## src/rtl/shift_pkg.sv

```systemverilog
// Shared definitions for the bidirectional shift register and its serial transmitter.
package shift_pkg;

   // Shift direction encoding, common with the receiving shift register.
   localparam logic MODE_LEFT  = 1'b0;
   localparam logic MODE_RIGHT = 1'b1;

   // Transmitter FSM states.
   typedef enum logic [0:0] {
      IDLE  = 1'b0,
      SHIFT = 1'b1
   } tx_state_t;

endpackage

```

## src/rtl/piso_shift_tx_if.sv

```systemverilog
// Word-load handshake between a producer and the serial transmitter.
interface piso_shift_tx_if #(
   parameter int unsigned W = 4
) ();

   logic         load_valid;
   logic         load_ready;
   logic [W-1:0] load_data;
   logic         load_mode;

   // Producer side: offers words, observes acceptance.
   modport master (
      output load_valid,
      output load_data,
      output load_mode,
      input  load_ready
   );

   // Transmitter side: accepts words.
   modport slave (
      input  load_valid,
      input  load_data,
      input  load_mode,
      output load_ready
   );

endinterface

```

## src/rtl/piso_shift_tx.sv

```systemverilog
// Parallel-in, serial-out transmitter. Emits a W-bit word one bit per enabled clock
// in the order that leaves the downstream shift register holding the same word.
module piso_shift_tx
   import shift_pkg::*;
#(
   parameter int unsigned W = 4
) (
   input  logic            clk,
   input  logic            clr,
   piso_shift_tx_if.slave  load,
   input  logic            shift_en,
   output logic            sout,
   output logic            sout_valid,
   output logic            sout_last,
   output logic            mode_out,
   output logic            busy
);

   localparam int unsigned CW = $clog2(W);
   localparam logic [CW-1:0] CNT_LAST = CW'(W - 1);

   localparam logic [0:0] ST_IDLE  = 1'(IDLE);
   localparam logic [0:0] ST_SHIFT = 1'(SHIFT);

   logic [0:0]    state_q;
   logic [W-1:0]  sr_q;
   logic [CW-1:0] cnt_q;
   logic          mode_q;

   logic in_shift;
   logic at_last;
   logic advance;
   logic accept;

   // Handshake and progress decode; ready depends only on state, counter, shift_en and clr.
   always_comb begin
      in_shift        = (state_q == ST_SHIFT);
      at_last         = in_shift && (cnt_q == CNT_LAST);
      advance         = in_shift && shift_en;
      load.load_ready = !clr && (!in_shift || (at_last && shift_en));
      accept          = load.load_valid && load.load_ready;
   end

   // State, shift register, bit counter and captured direction.
   always_ff @(posedge clk) begin
      if (clr) begin
         state_q <= ST_IDLE;
         sr_q    <= '0;
         cnt_q   <= '0;
         mode_q  <= 1'b0;
      end else if (accept) begin
         // Also covers the back-to-back case on the previous word's last edge.
         state_q <= ST_SHIFT;
         sr_q    <= load.load_data;
         mode_q  <= load.load_mode;
         cnt_q   <= '0;
      end else if (advance) begin
         if (at_last) begin
            // Counter holds at its final value rather than wrapping.
            state_q <= ST_IDLE;
         end else begin
            cnt_q <= cnt_q + CW'(1);
         end
         if (mode_q == MODE_RIGHT) begin
            sr_q <= {1'b0, sr_q[W-1:1]};
         end else begin
            sr_q <= {sr_q[W-2:0], 1'b0};
         end
      end
   end

   // Outputs; everything reads 0 while clr is asserted.
   always_comb begin
      sout_valid = !clr && in_shift;
      busy       = !clr && in_shift;
      sout_last  = !clr && at_last;
      mode_out   = !clr && mode_q;
      sout       = !clr && in_shift && ((mode_q == MODE_RIGHT) ? sr_q[0] : sr_q[W-1]);
   end

endmodule

```

## src/flat_wrapper.sv

```systemverilog
// flat-port wrapper written by rule: the top's interface ports become plain ports
module piso_shift_tx_flat import shift_pkg::*;
#(
   parameter int unsigned W = 4
)
  (clk, clr, shift_en, sout, sout_valid, sout_last, mode_out, busy, load_load_valid, load_load_data, load_load_mode, load_load_ready);
  piso_shift_tx_if #(.W(W)) load_i ();
  input  logic clk;
  input  logic clr;
  input  logic shift_en;
  output logic sout;
  output logic sout_valid;
  output logic sout_last;
  output logic mode_out;
  output logic busy;
  input wire logic [$bits(load_i.load_valid)-1:0] load_load_valid;
  input wire logic [$bits(load_i.load_data)-1:0] load_load_data;
  input wire logic [$bits(load_i.load_mode)-1:0] load_load_mode;
  output wire logic [$bits(load_i.load_ready)-1:0] load_load_ready;
  assign load_i.load_valid = load_load_valid;
  assign load_i.load_data = load_load_data;
  assign load_i.load_mode = load_load_mode;
  assign load_load_ready = load_i.load_ready;
  piso_shift_tx #(.W(W)) u_core (.clk(clk), .clr(clr), .load(load_i), .shift_en(shift_en), .sout(sout), .sout_valid(sout_valid), .sout_last(sout_last), .mode_out(mode_out), .busy(busy));
endmodule
```

## config.mk

```make
export PLATFORM = sky130hd
export DESIGN_NAME = piso_shift_tx_flat
export DESIGN_NICKNAME = d
export VERILOG_FILES = /design/src/rtl/shift_pkg.sv /design/src/rtl/piso_shift_tx_if.sv /design/src/rtl/piso_shift_tx.sv /design/src/flat_wrapper.sv
export SDC_FILE = /design/constraint.sdc
export NUM_CORES = 1
export LEC_CHECK = 0
export CORE_AREA = 2 2 39 41
export DETAILED_ROUTE_END_ITERATION = 7
export DIE_AREA = 0 0 41 43
export PLACE_DENSITY = 0.71
export RECOVER_POWER = 100
export SLEW_MARGIN = 10
export SYNTH_ARGS = -nofsm -noshare
export SYNTH_HDL_FRONTEND = slang
export SYNTH_SLANG_ARGS = --single-unit
```

## constraint.sdc

```tcl
create_clock -name clk -period 1.4 [get_ports clk]
set_input_delay 0.42 -clock clk [delete_from_list [all_inputs] [get_ports clk]]
set_output_delay 0.42 -clock clk [all_outputs]
set_load 0.05 [all_outputs]
```

==> results.py, run 1 <==
metrics = {
    "clock_network": {
        "cts.sinks": 8,
        "clock_latency_ns": 0.26,
        "htree_num_levels": 1,
        "cts_hold_buf": 0,
        "tritoncts": "built",
        "cts.path.max_buffers": 2,
        "path_clk_slew_ns": 0.05,
        "root_buffer": "clkbuf_4",
        "numCtsBuffers": 3,
    },
    "layout": {
        "postLayoutCellArea_sq_um": 842,
        "drive_gt1_share_pct": 48.1,
        "n_antenna_cell": 0,
        "multi_input_area_sq_um": 348,
        "seq_area_sq_um": 168,
        "postLayoutCoreUtil_pct": 60.8,
        "num-fill-cells": 118,
        "nets": 89,
        "area_growth_pct": 69.5,
    },
    "power": {
        "worst_ir_drop_vdd_mv": 0.447,
        "power-per-cell-area_nw_per_um2": 749,
        "leakage_nw": 0.338,
    },
    "grt": {
        "antenna_found_initial": 0,
        "grt_max_degree": 9,
        "first_global_vias": 509,
        "grt_util_all_layers_pct": 17.4,
        "overflow": 0,
        "grt_pass1_wl_mm": 1.99,
    },
    "sta": {
        "final-max-slew-violation-count": 0,
        "fin_skew_ns": 0.00108,
        "timing.final.crit_share_pct": 111,
        "setup_slack_ns": -0.152,
        "finalCriticalPeriod_ns": 1.55,
        "rsz0062_at_grt": "yes",
        "final-setup-viol-count": 5,
        "maxSlewHeadroom_pct": 82.9,
        "worst_pin_slew_ns": 0.256,
        "fmax_ghz": 0.644,
        "hold_viol": 0,
    },
    "drt": {
        "drc": 0,
        "wl_per_cell_microns": 12.8,
        "dr.pass1.iters": 3,
        "num_vias": 489,
        "wl_mm": 1.19,
        "ant_nets": 0,
        "drt-initial-drc-count": 5,
        "viasPerCell": 5.26,
    },
    "min_path": {
        "hp-start": "load_load_valid",
        "hp-class": "input port to flip-flop",
    },
    "die": {
        "rows": 14,
        "die_h_microns": 43,
        "coreArea_sq_um": 1380,
        "die-area_sq_um": 1760,
        "ios": 15,
        "die_x_microns": 41,
        "start_util_pct": 35.9,
    },
    "status": {
        "violations": "setup timing",
        "status": "complete, but fails checks",
    },
    "yosys": {
        "ys_seq_area_share_pct": 32.2,
        "synthCells": 54,
        "synth_fp_nets": 64,
        "ys_warn_count": 0,
        "ys_types": 27,
        "synthArstFlopShare_pct": 0,
        "synth_seq_cells": 8,
        "avgSynthCellArea_sq_um": 9.20,
        "netlist_area_sq_um": 497,
        "synth_flop_cell": "dfxtp_1",
        "synth_edf_count": 0,
    },
    "critical_path": {
        "reg2reg_from": "u_core.cnt_q[1]$_SDFFE_PP0P_",
        "critPathRequiredTime_ns": 0.98,
        "startpoint": "u_core.cnt_q[1]$_SDFFE_PP0P_",
        "arrival_ns": 1.13,
        "critPathMaxFanout": 3,
        "path_class": "flip-flop to output pin",
        "endpoint_kind": "output pin",
        "cp-start-kind": "flip-flop",
    },
    "placement": {
        "io_buffers": 14,
        "gp_congestion": 0.697,
        "placed_area_sq_um": 767,
        "hpwl_microns": 866,
    },
    "job": {
        "drv_cap": 0,
    },
}
per-stage QoR:
| step | power, W | worst slack [ns] | hold slack, ns | setup TNS (ns) | cells |
|---|---|---|---|---|---|
| floorplan | 0.000363 | -0.295 | 0.464 | -1.08 | 54 |
| global placement | 0.000435 | -0.501 | 0.495 | -5.02 | 88 |
| detailed placement | 0.000438 | -0.539 | 0.501 | -5.52 | 88 |
| CTS | 0.000630 | -0.161 | 0.457 | -0.477 | 93 |
| global route | 0.000658 | -0.180 | 0.496 | -0.723 | 93 |
| finish | 0.000631 | -0.152 | 0.470 | -0.460 | 93 |
cell usage after synthesis, types with 2 or more instances:
master	count	area, sq um
nor2b_1	3	18.8
nand2_1	2	7.51
o21ai_0	2	10.0
dfxtp_1	8	160
or3b_1	2	17.5
a21oi_1	3	15.0
buf_6	2	22.5
nor2_1	4	15.0
a22o_1	2	17.5
nor3_1	3	15.0
buf_2	2	10.0
mux2i_1	4	40.0
a31oi_1	3	18.8
flip-flops by register name, indices dropped and copies added (netlist names):
name,cells
u_core.cnt_q,2
u_core.in_shift,1
u_core.mode_q,1
u_core.sr_q,4
worst max-delay path, stage by stage (launching register included):
cell and delay, ns:
dfxtp_2 0.33, ha_4 0.17, a21boi_4 0.15, nor2_2 0.07, buf_12 0.14
cells in the final DEF, fill, tap and decap left out, types with 3 or more instances in the layout:
| cell type | instances |
|---|---|
| nor2_1 | 3 |
| buf_12 | 5 |
| nor2b_4 | 3 |
| buf_4 | 10 |
| dfxtp_2 | 3 |
| clkbuf_4 | 4 |
| clkdlybuf4s50_1 | 5 |
| mux2i_1 | 3 |
| a31oi_1 | 3 |
| dfxtp_1 | 4 |
| nor3_1 | 3 |
path summary, 6_finish.rpt:
kind / to / slack (ns) / depth (start not counted)
max: load_load_ready / -0.15 / 4
min reg2reg: u_core.sr_q[3]$_SDFFE_PP0P_ / 0.54 / 2
min: u_core.in_shift$_SDFFE_PP0P_ / 0.47 / 3
max reg2reg: u_core.mode_q$_SDFFE_PP0P_ / 0.03 / 6
report_power, final:
group          internal (W)  leakage (nW)  total (W)  switching, W
registers          0.000243        0.0676   0.000257     0.0000149
clock network     0.0000986        0.0138   0.000185     0.0000864
logic              0.000104         0.257   0.000189     0.0000844
metal layers:
layer	track usage (%)	wire length [microns]	vias to the layer above	part of all wire, %
li1	-	-	244	-
met1	18.6	522	222	44
met2	27.5	552	18	47
met3	3.14	63	5	5.3
met4	14.0	48	0	4.0
met5	0	0	-	0
kinds of logic (layout without fill, tap and decap cells):
group           count (synthesis)  count (layout)  synth area share [%]
compound gates                 14              14                  21.4
mux                             4               4                  8.06
fa+ha+maj                       1               1                  2.52
buf+inv                         6              29                  8.82
flops                           8               8                  32.2
simple gates                   20              20                  25.2
xor+xnor                        1               1                  1.76
area by class of cell:
cell class                      instances  share of cell area (%)
Sequential cell                         8                    19.9
Timing Repair Buffer                   26                    33.7
Clock buffer                            3                    2.67
Multi-Input combinational cell         40                    41.3
Tap cell                               16                    2.38
repair_timing:
item | 4_1_cts | 5_1_grt
cloned | 0 | 0
resized for setup | 17 | 3
setup buffers | 2 | 0
pin swaps | 1 | 1
setup endpoints to repair | 13 | 9
Note: power is estimated with default switching activity, not from simulation.
==> run 2, diff against run 1 <==
--- a/config.mk
+++ b/config.mk
@@ -5,11 +5,12 @@
 export SDC_FILE = /design/constraint.sdc
 export NUM_CORES = 1
 export LEC_CHECK = 0
-export CORE_AREA = 2 2 39 41
+export CORE_AREA = 4 4 41 43
 export DETAILED_ROUTE_END_ITERATION = 7
-export DIE_AREA = 0 0 41 43
+export DIE_AREA = 0 0 45 47
 export PLACE_DENSITY = 0.71
 export RECOVER_POWER = 100
+export SKIP_LAST_GASP = 1
 export SLEW_MARGIN = 10
 export SYNTH_ARGS = -nofsm -noshare
 export SYNTH_HDL_FRONTEND = slang
==> run 2 against run 1 <==
Net effect: the run still ends with setup timing left; power is 1.8% lower; routed wire length fell by 2.6%; clock skew increased by 0.0022 ns; largest cell class unchanged; maximum frequency grew 1.5%; clock power down 8%; critical path type unchanged.
==> results.py, run 2 (synthesis results as in run 1) <==
metrics = {
    "layout": {
        "nets": 91,
        "n_antenna_cell": 0,
        "num-fill-cells": 109,
        "drive_gt1_share_pct": 49.4,
        "largestRegisters": "u_core.sr_q (4), u_core.cnt_q (2)",
        "largest_register_ffs": 4,
        "postLayoutCellArea_sq_um": 850,
        "mostFrequentLayoutCell": "buf_4",
        "final_cells": 94,
        "final_cell_mix": "13 x buf_4, 5 x clkdlybuf4s50_1, 5 x buf_12, 4 x clkbuf_4, 4 x dfxtp_1",
        "area_growth_pct": 71.0,
        "top_register": "u_core.sr_q",
    },
    "critical_path": {
        "endpoint_kind": "output pin",
        "r2r_slack_ns": 0.05,
        "arrival_ns": 1.11,
        "reg2reg_from": "u_core.cnt_q[1]$_SDFFE_PP0P_",
        "r2r_end": "u_core.sr_q[1]$_SDFFE_PP0P_",
        "cp-start-kind": "flip-flop",
        "critPathRequiredTime_ns": 0.98,
        "worstRegToRegCells": 6,
        "critPathMaxFanout": 3,
        "path_class": "flip-flop to output pin",
    },
    "grt": {
        "overflow": 0,
        "first_global_vias": 472,
        "antenna_found_initial": 0,
        "grt_pass1_wl_mm": 1.99,
        "grt_max_degree": 9,
        "grt_util_all_layers_pct": 13.2,
    },
    "drt": {
        "ant_nets": 0,
        "drc": 0,
        "wl_per_cell_microns": 12.3,
        "drt-initial-drc-count": 1,
        "wl_mm": 1.16,
        "num_vias": 483,
        "dr.pass1.iters": 3,
        "viasPerCell": 5.14,
    },
    "clock_network": {
        "cts.path.max_buffers": 2,
        "clock_latency_ns": 0.25,
        "numCtsBuffers": 3,
        "cts.sinks": 8,
        "cts_hold_buf": 0,
        "path_clk_slew_ns": 0.05,
        "tritoncts": "built",
        "htree_num_levels": 1,
        "root_buffer": "clkbuf_4",
    },
    "power": {
        "swShare_pct": 27.8,
        "p_clk_share_pct": 27.6,
        "switchingPower_w": 0.000172,
        "p_int_w": 0.000447,
        "worst_ir_drop_vdd_mv": 0.541,
        "power-per-cell-area_nw_per_um2": 729,
        "p_seq_share_pct": 41.5,
        "leakage_nw": 0.347,
        "pwr-share-comb_pct": 30.9,
    },
    "sta": {
        "worst_pin_slew_ns": 0.268,
        "maxSlewHeadroom_pct": 82.1,
        "setup_slack_ns": -0.130,
        "final-setup-viol-count": 5,
        "final-max-slew-violation-count": 0,
        "finalCriticalPeriod_ns": 1.53,
        "fin_skew_ns": 0.00328,
        "hold_viol": 0,
        "timing.final.crit_share_pct": 109,
        "rsz0062_at_grt": "yes",
        "tns_ns": -0.378,
        "fmax_ghz": 0.654,
    },
    "die": {
        "die-area_sq_um": 2120,
        "die_h_microns": 47,
        "coreArea_sq_um": 1300,
        "start_util_pct": 38.2,
        "die_x_microns": 45,
        "rows": 13,
        "ios": 15,
    },
    "min_path": {
        "hp-class": "input port to flip-flop",
        "hp-start": "load_load_valid",
        "min_to": "u_core.in_shift$_SDFFE_PP0P_",
        "whs_path_depth": 3,
    },
    "status": {
        "violations": "setup timing",
        "status": "complete, but fails checks",
    },
    "placement": {
        "dpl_worst_slack_ns": -0.475,
        "hpwl_microns": 899,
        "place_inst": 88,
        "placed_area_sq_um": 773,
        "gp_congestion": 0.741,
        "io_buffers": 14,
    },
    "job": {
        "drv_cap": 0,
    },
}
==> run 2: cell types whose count changed in the layout (fill, tap and decap cells not counted), sizes merged <==
cell,previous run,this run
buf,17,20
clkbuf,5,4
==> run 2: how the worst max path moves through the flow <==
stage | endpoint | slack, ns | startpoint | cells past startpoint
floorplan | sout | -0.29 | clr | 3
global placement | load_load_ready | -0.46 | clr | 4
detailed placement | load_load_ready | -0.47 | clr | 4
CTS | load_load_ready | -0.15 | u_core.cnt_q[1]$_SDFFE_PP0P_ | 4
global route | load_load_ready | -0.18 | u_core.cnt_q[1]$_SDFFE_PP0P_ | 4
finish | load_load_ready | -0.13 | u_core.cnt_q[1]$_SDFFE_PP0P_ | 4
==> run 2: per-stage QoR <==
step,util (%),total power [W],hold WS (ns)
finish,65.3,0.000620,0.483
global route,65.3,0.000652,0.517
CTS,66.1,0.000627,0.550
detailed placement,59.4,0.000440,0.516
global placement,59.4,0.000436,0.507
floorplan,-,0.000363,0.464
==> run 2: layer usage <==
metal / track usage [%] / routed length [microns] / vias to the layer above / share of wire [%]
li1: - / - / 244 / -
met2: 22.0 / 568 / 14 / 49
met4: 8.77 / 19 / 0 / 1.6
met3: 1.15 / 66 / 2 / 5.7
met5: 0 / 0 / - / 0
met1: 16.2 / 501 / 223 / 43
==> run 2: timing repair <==
action,4_1_cts,5_1_grt
endpoints found under the hold margin,0,0
endpoints found under the setup margin,11,7
gates resized for setup,18,1
setup buffers,4,0
pin swaps,6,0
==> run 2: layout make-up <==
cell class	instances	area (sq um)	area share, %
repair buffers	28	293	34.5
clock buffers	3	22.5	2.65
well taps	15	18.8	2.21
multi-input cells	40	348	40.9
flip-flops and latches	8	168	19.7
==> run 2: power by group through the flow <==
| stage | logic [W] | registers, W | clock network [W] |
|---|---|---|---|
| 3_3_place_gp | 0.000179 | 0.000258 | 0 |
| 4_1_cts | 0.000194 | 0.000256 | 0.000176 |
| 3_5_place_dp | 0.000181 | 0.000259 | 0 |
| 2_1_floorplan | 0.000109 | 0.000254 | 0 |
| 6_report | 0.000192 | 0.000257 | 0.000171 |
| 5_1_grt | 0.000209 | 0.000258 | 0.000186 |
==> run 2: worst max-delay path: stages (launching register included) <==
cell and delay (ns):
dfxtp_2 0.33, ha_4 0.17, a21boi_4 0.15, nor2_2 0.07
buf_12 0.14
==> run 3, diff against run 2 <==
--- a/config.mk
+++ b/config.mk
@@ -5,11 +5,13 @@
 export SDC_FILE = /design/constraint.sdc
 export NUM_CORES = 1
 export LEC_CHECK = 0
+export CAP_MARGIN = 20
 export CORE_AREA = 4 4 41 43
 export DETAILED_ROUTE_END_ITERATION = 7
 export DIE_AREA = 0 0 45 47
 export PLACE_DENSITY = 0.71
 export RECOVER_POWER = 100
+export REMOVE_ABC_BUFFERS = 1
 export SKIP_LAST_GASP = 1
 export SLEW_MARGIN = 10
 export SYNTH_ARGS = -nofsm -noshare
==> run 3 against run 2 <==
Net effect: routed wire length grew 4.9%; critical path type unchanged; utilization shrank 0.77 points; highest routed layer unchanged; the flow still finishes with violations (setup timing); clock skew shrank 0.0030 ns; final area shrank 1.2%.
==> results.py, run 3 (synthesis results as in run 1) <==
metrics = {
    "status": {
        "status": "complete, but fails checks",
        "violations": "setup timing",
    },
    "die": {
        "start_util_pct": 38.2,
        "die-area_sq_um": 2120,
        "rows": 13,
        "ios": 15,
        "coreArea_sq_um": 1300,
        "die_h_microns": 47,
        "die_x_microns": 45,
    },
    "sta": {
        "final-max-slew-violation-count": 0,
        "fmax_ghz": 0.650,
        "rsz0062_at_grt": "yes",
        "tns_ns": -0.381,
        "fin_skew_ns": 0.000265,
        "setup_slack_ns": -0.138,
        "finalCriticalPeriod_ns": 1.54,
        "hold_viol": 0,
        "maxSlewHeadroom_pct": 84.3,
        "worst_pin_slew_ns": 0.234,
        "final-setup-viol-count": 5,
        "timing.final.crit_share_pct": 110,
        "fin_hold_ws_ns": 0.499,
    },
    "drt": {
        "dr.pass1.iters": 4,
        "wl_per_cell_microns": 13.5,
        "drc": 0,
        "wl_mm": 1.21,
        "ant_nets": 0,
        "drt-initial-drc-count": 11,
        "num_vias": 491,
        "viasPerCell": 5.46,
    },
    "job": {
        "drv_cap": 0,
    },
    "critical_path": {
        "r2r_end": "u_core.sr_q[0]$_SDFFE_PP0P_",
        "arrival_ns": 1.12,
        "slowest_delay_ns": 0.33,
        "slowest_stage": "dfxtp_2",
        "cp_top_family": "flip-flops",
        "worstRegToRegCells": 5,
        "cp_num_buf_inv": 1,
        "reg2reg_from": "u_core.cnt_q[1]$_SDFFE_PP0P_",
        "cp.depth": 4,
        "critPathRequiredTime_ns": 0.98,
        "cp-start-kind": "flip-flop",
        "endpoint": "load_load_ready",
        "critical_path.cell_chain": "ha_4 > a21boi_4 > nor2_4 > buf_12",
        "startpoint": "u_core.cnt_q[1]$_SDFFE_PP0P_",
        "r2r_slack_ns": 0.06,
        "endpoint_kind": "output pin",
        "path_class": "flip-flop to output pin",
        "critPathMaxFanout": 3,
    },
    "layout": {
        "top_register": "u_core.sr_q",
        "area_growth_pct": 69.0,
        "postLayoutCellArea_sq_um": 840,
        "drive_gt1_share_pct": 45.3,
        "n_antenna_cell": 0,
        "largestRegisters": "u_core.sr_q (4), u_core.cnt_q (2)",
        "nets": 87,
        "final_cell_mix": "7 x buf_4, 6 x buf_12, 5 x clkdlybuf4s50_1, 4 x dfxtp_2, 4 x dfxtp_1",
        "postLayoutCoreUtil_pct": 64.5,
        "largest_register_ffs": 4,
        "mostFrequentLayoutCell": "buf_4",
    },
    "placement": {
        "gp_congestion": 0.822,
        "placed_area_sq_um": 724,
        "io_buffers": 14,
        "hpwl_microns": 812,
    },
    "power": {
        "worst_ir_drop_vdd_mv": 0.444,
        "fin_total_pwr_w": 0.000618,
        "power-per-cell-area_nw_per_um2": 736,
        "leakage_nw": 0.334,
    },
    "clock_network": {
        "clock_latency_ns": 0.25,
        "cts.sinks": 8,
        "numCtsBuffers": 3,
        "cts.path.max_buffers": 2,
        "path_clk_slew_ns": 0.05,
        "tritoncts": "built",
        "root_buffer": "clkbuf_4",
        "htree_num_levels": 1,
    },
    "grt": {
        "overflow": 0,
        "grt_pass1_wl_mm": 1.96,
        "grt_util_all_layers_pct": 13.4,
        "antenna_found_initial": 0,
        "grt_max_degree": 10,
        "first_global_vias": 442,
    },
    "min_path": {
        "hp-class": "input port to flip-flop",
    },
}
## run 3: through the flow
stage | setup slack, ns | cells
floorplan | -1.74 | 48
global placement | -0.480 | 84
detailed placement | -0.494 | 84
CTS | -0.148 | 90
global route | -0.181 | 90
finish | -0.138 | 90
## run 3: cell type report
cell class / instances / area (sq um)
repair buffers: 24 / 283
well taps: 15 / 18.8
fillers: 113 / 462
multi-input cells: 40 / 350
clock buffers: 3 / 22.5
flip-flops and latches: 8 / 165
## run 3: worst register-to-register path, stage by stage, from the launching register on
cell and delay (ns):
dfxtp_2 0.35, ha_4 0.16, a21boi_4 0.06, buf_4 0.16
or3b_1 0.37, a31oi_1 0.16
## run 3: how the worst min path moves through the flow
stage                                            from                           end  cells after the start
final                                 load_load_valid  u_core.in_shift$_SDFFE_PP0P_                      3
after global placement    u_core.sr_q[3]$_SDFFE_PP0P_   u_core.sr_q[3]$_SDFFE_PP0P_                      2
after global routing                  load_load_valid  u_core.in_shift$_SDFFE_PP0P_                      3
after CTS                 u_core.sr_q[3]$_SDFFE_PP0P_   u_core.sr_q[3]$_SDFFE_PP0P_                      2
after floorplan           u_core.sr_q[3]$_SDFFE_PP0P_   u_core.sr_q[3]$_SDFFE_PP0P_                      2
after detailed placement  u_core.sr_q[3]$_SDFFE_PP0P_   u_core.sr_q[3]$_SDFFE_PP0P_                      2
## run 3: repair_timing
item                                    4_1_cts  5_1_grt
setup buffers                                 3        0
hold buffers                                  0        0
endpoints found under the setup margin       11        7
pin swaps                                     3        0
resized for setup                            22        4
## run 3: metal layers
layer / GRT usage, % / vias up / wire length (microns)
li1: - / 240 / -
met1: 15.0 / 225 / 492
met2: 22.3 / 24 / 597
met4: 10.5 / 0 / 14
met3: 2.68 / 2 / 107
met5: 0 / - / 0
## run 3: report_power, final
group	internal, W	total (W)	leakage [nW]	switching (W)
sequential	0.000244	0.000258	0.0673	0.0000136
clock	0.0000977	0.000171	0.0138	0.0000728
combinational	0.000104	0.000190	0.253	0.0000860
total	0.000446	0.000618	0.334	0.000172
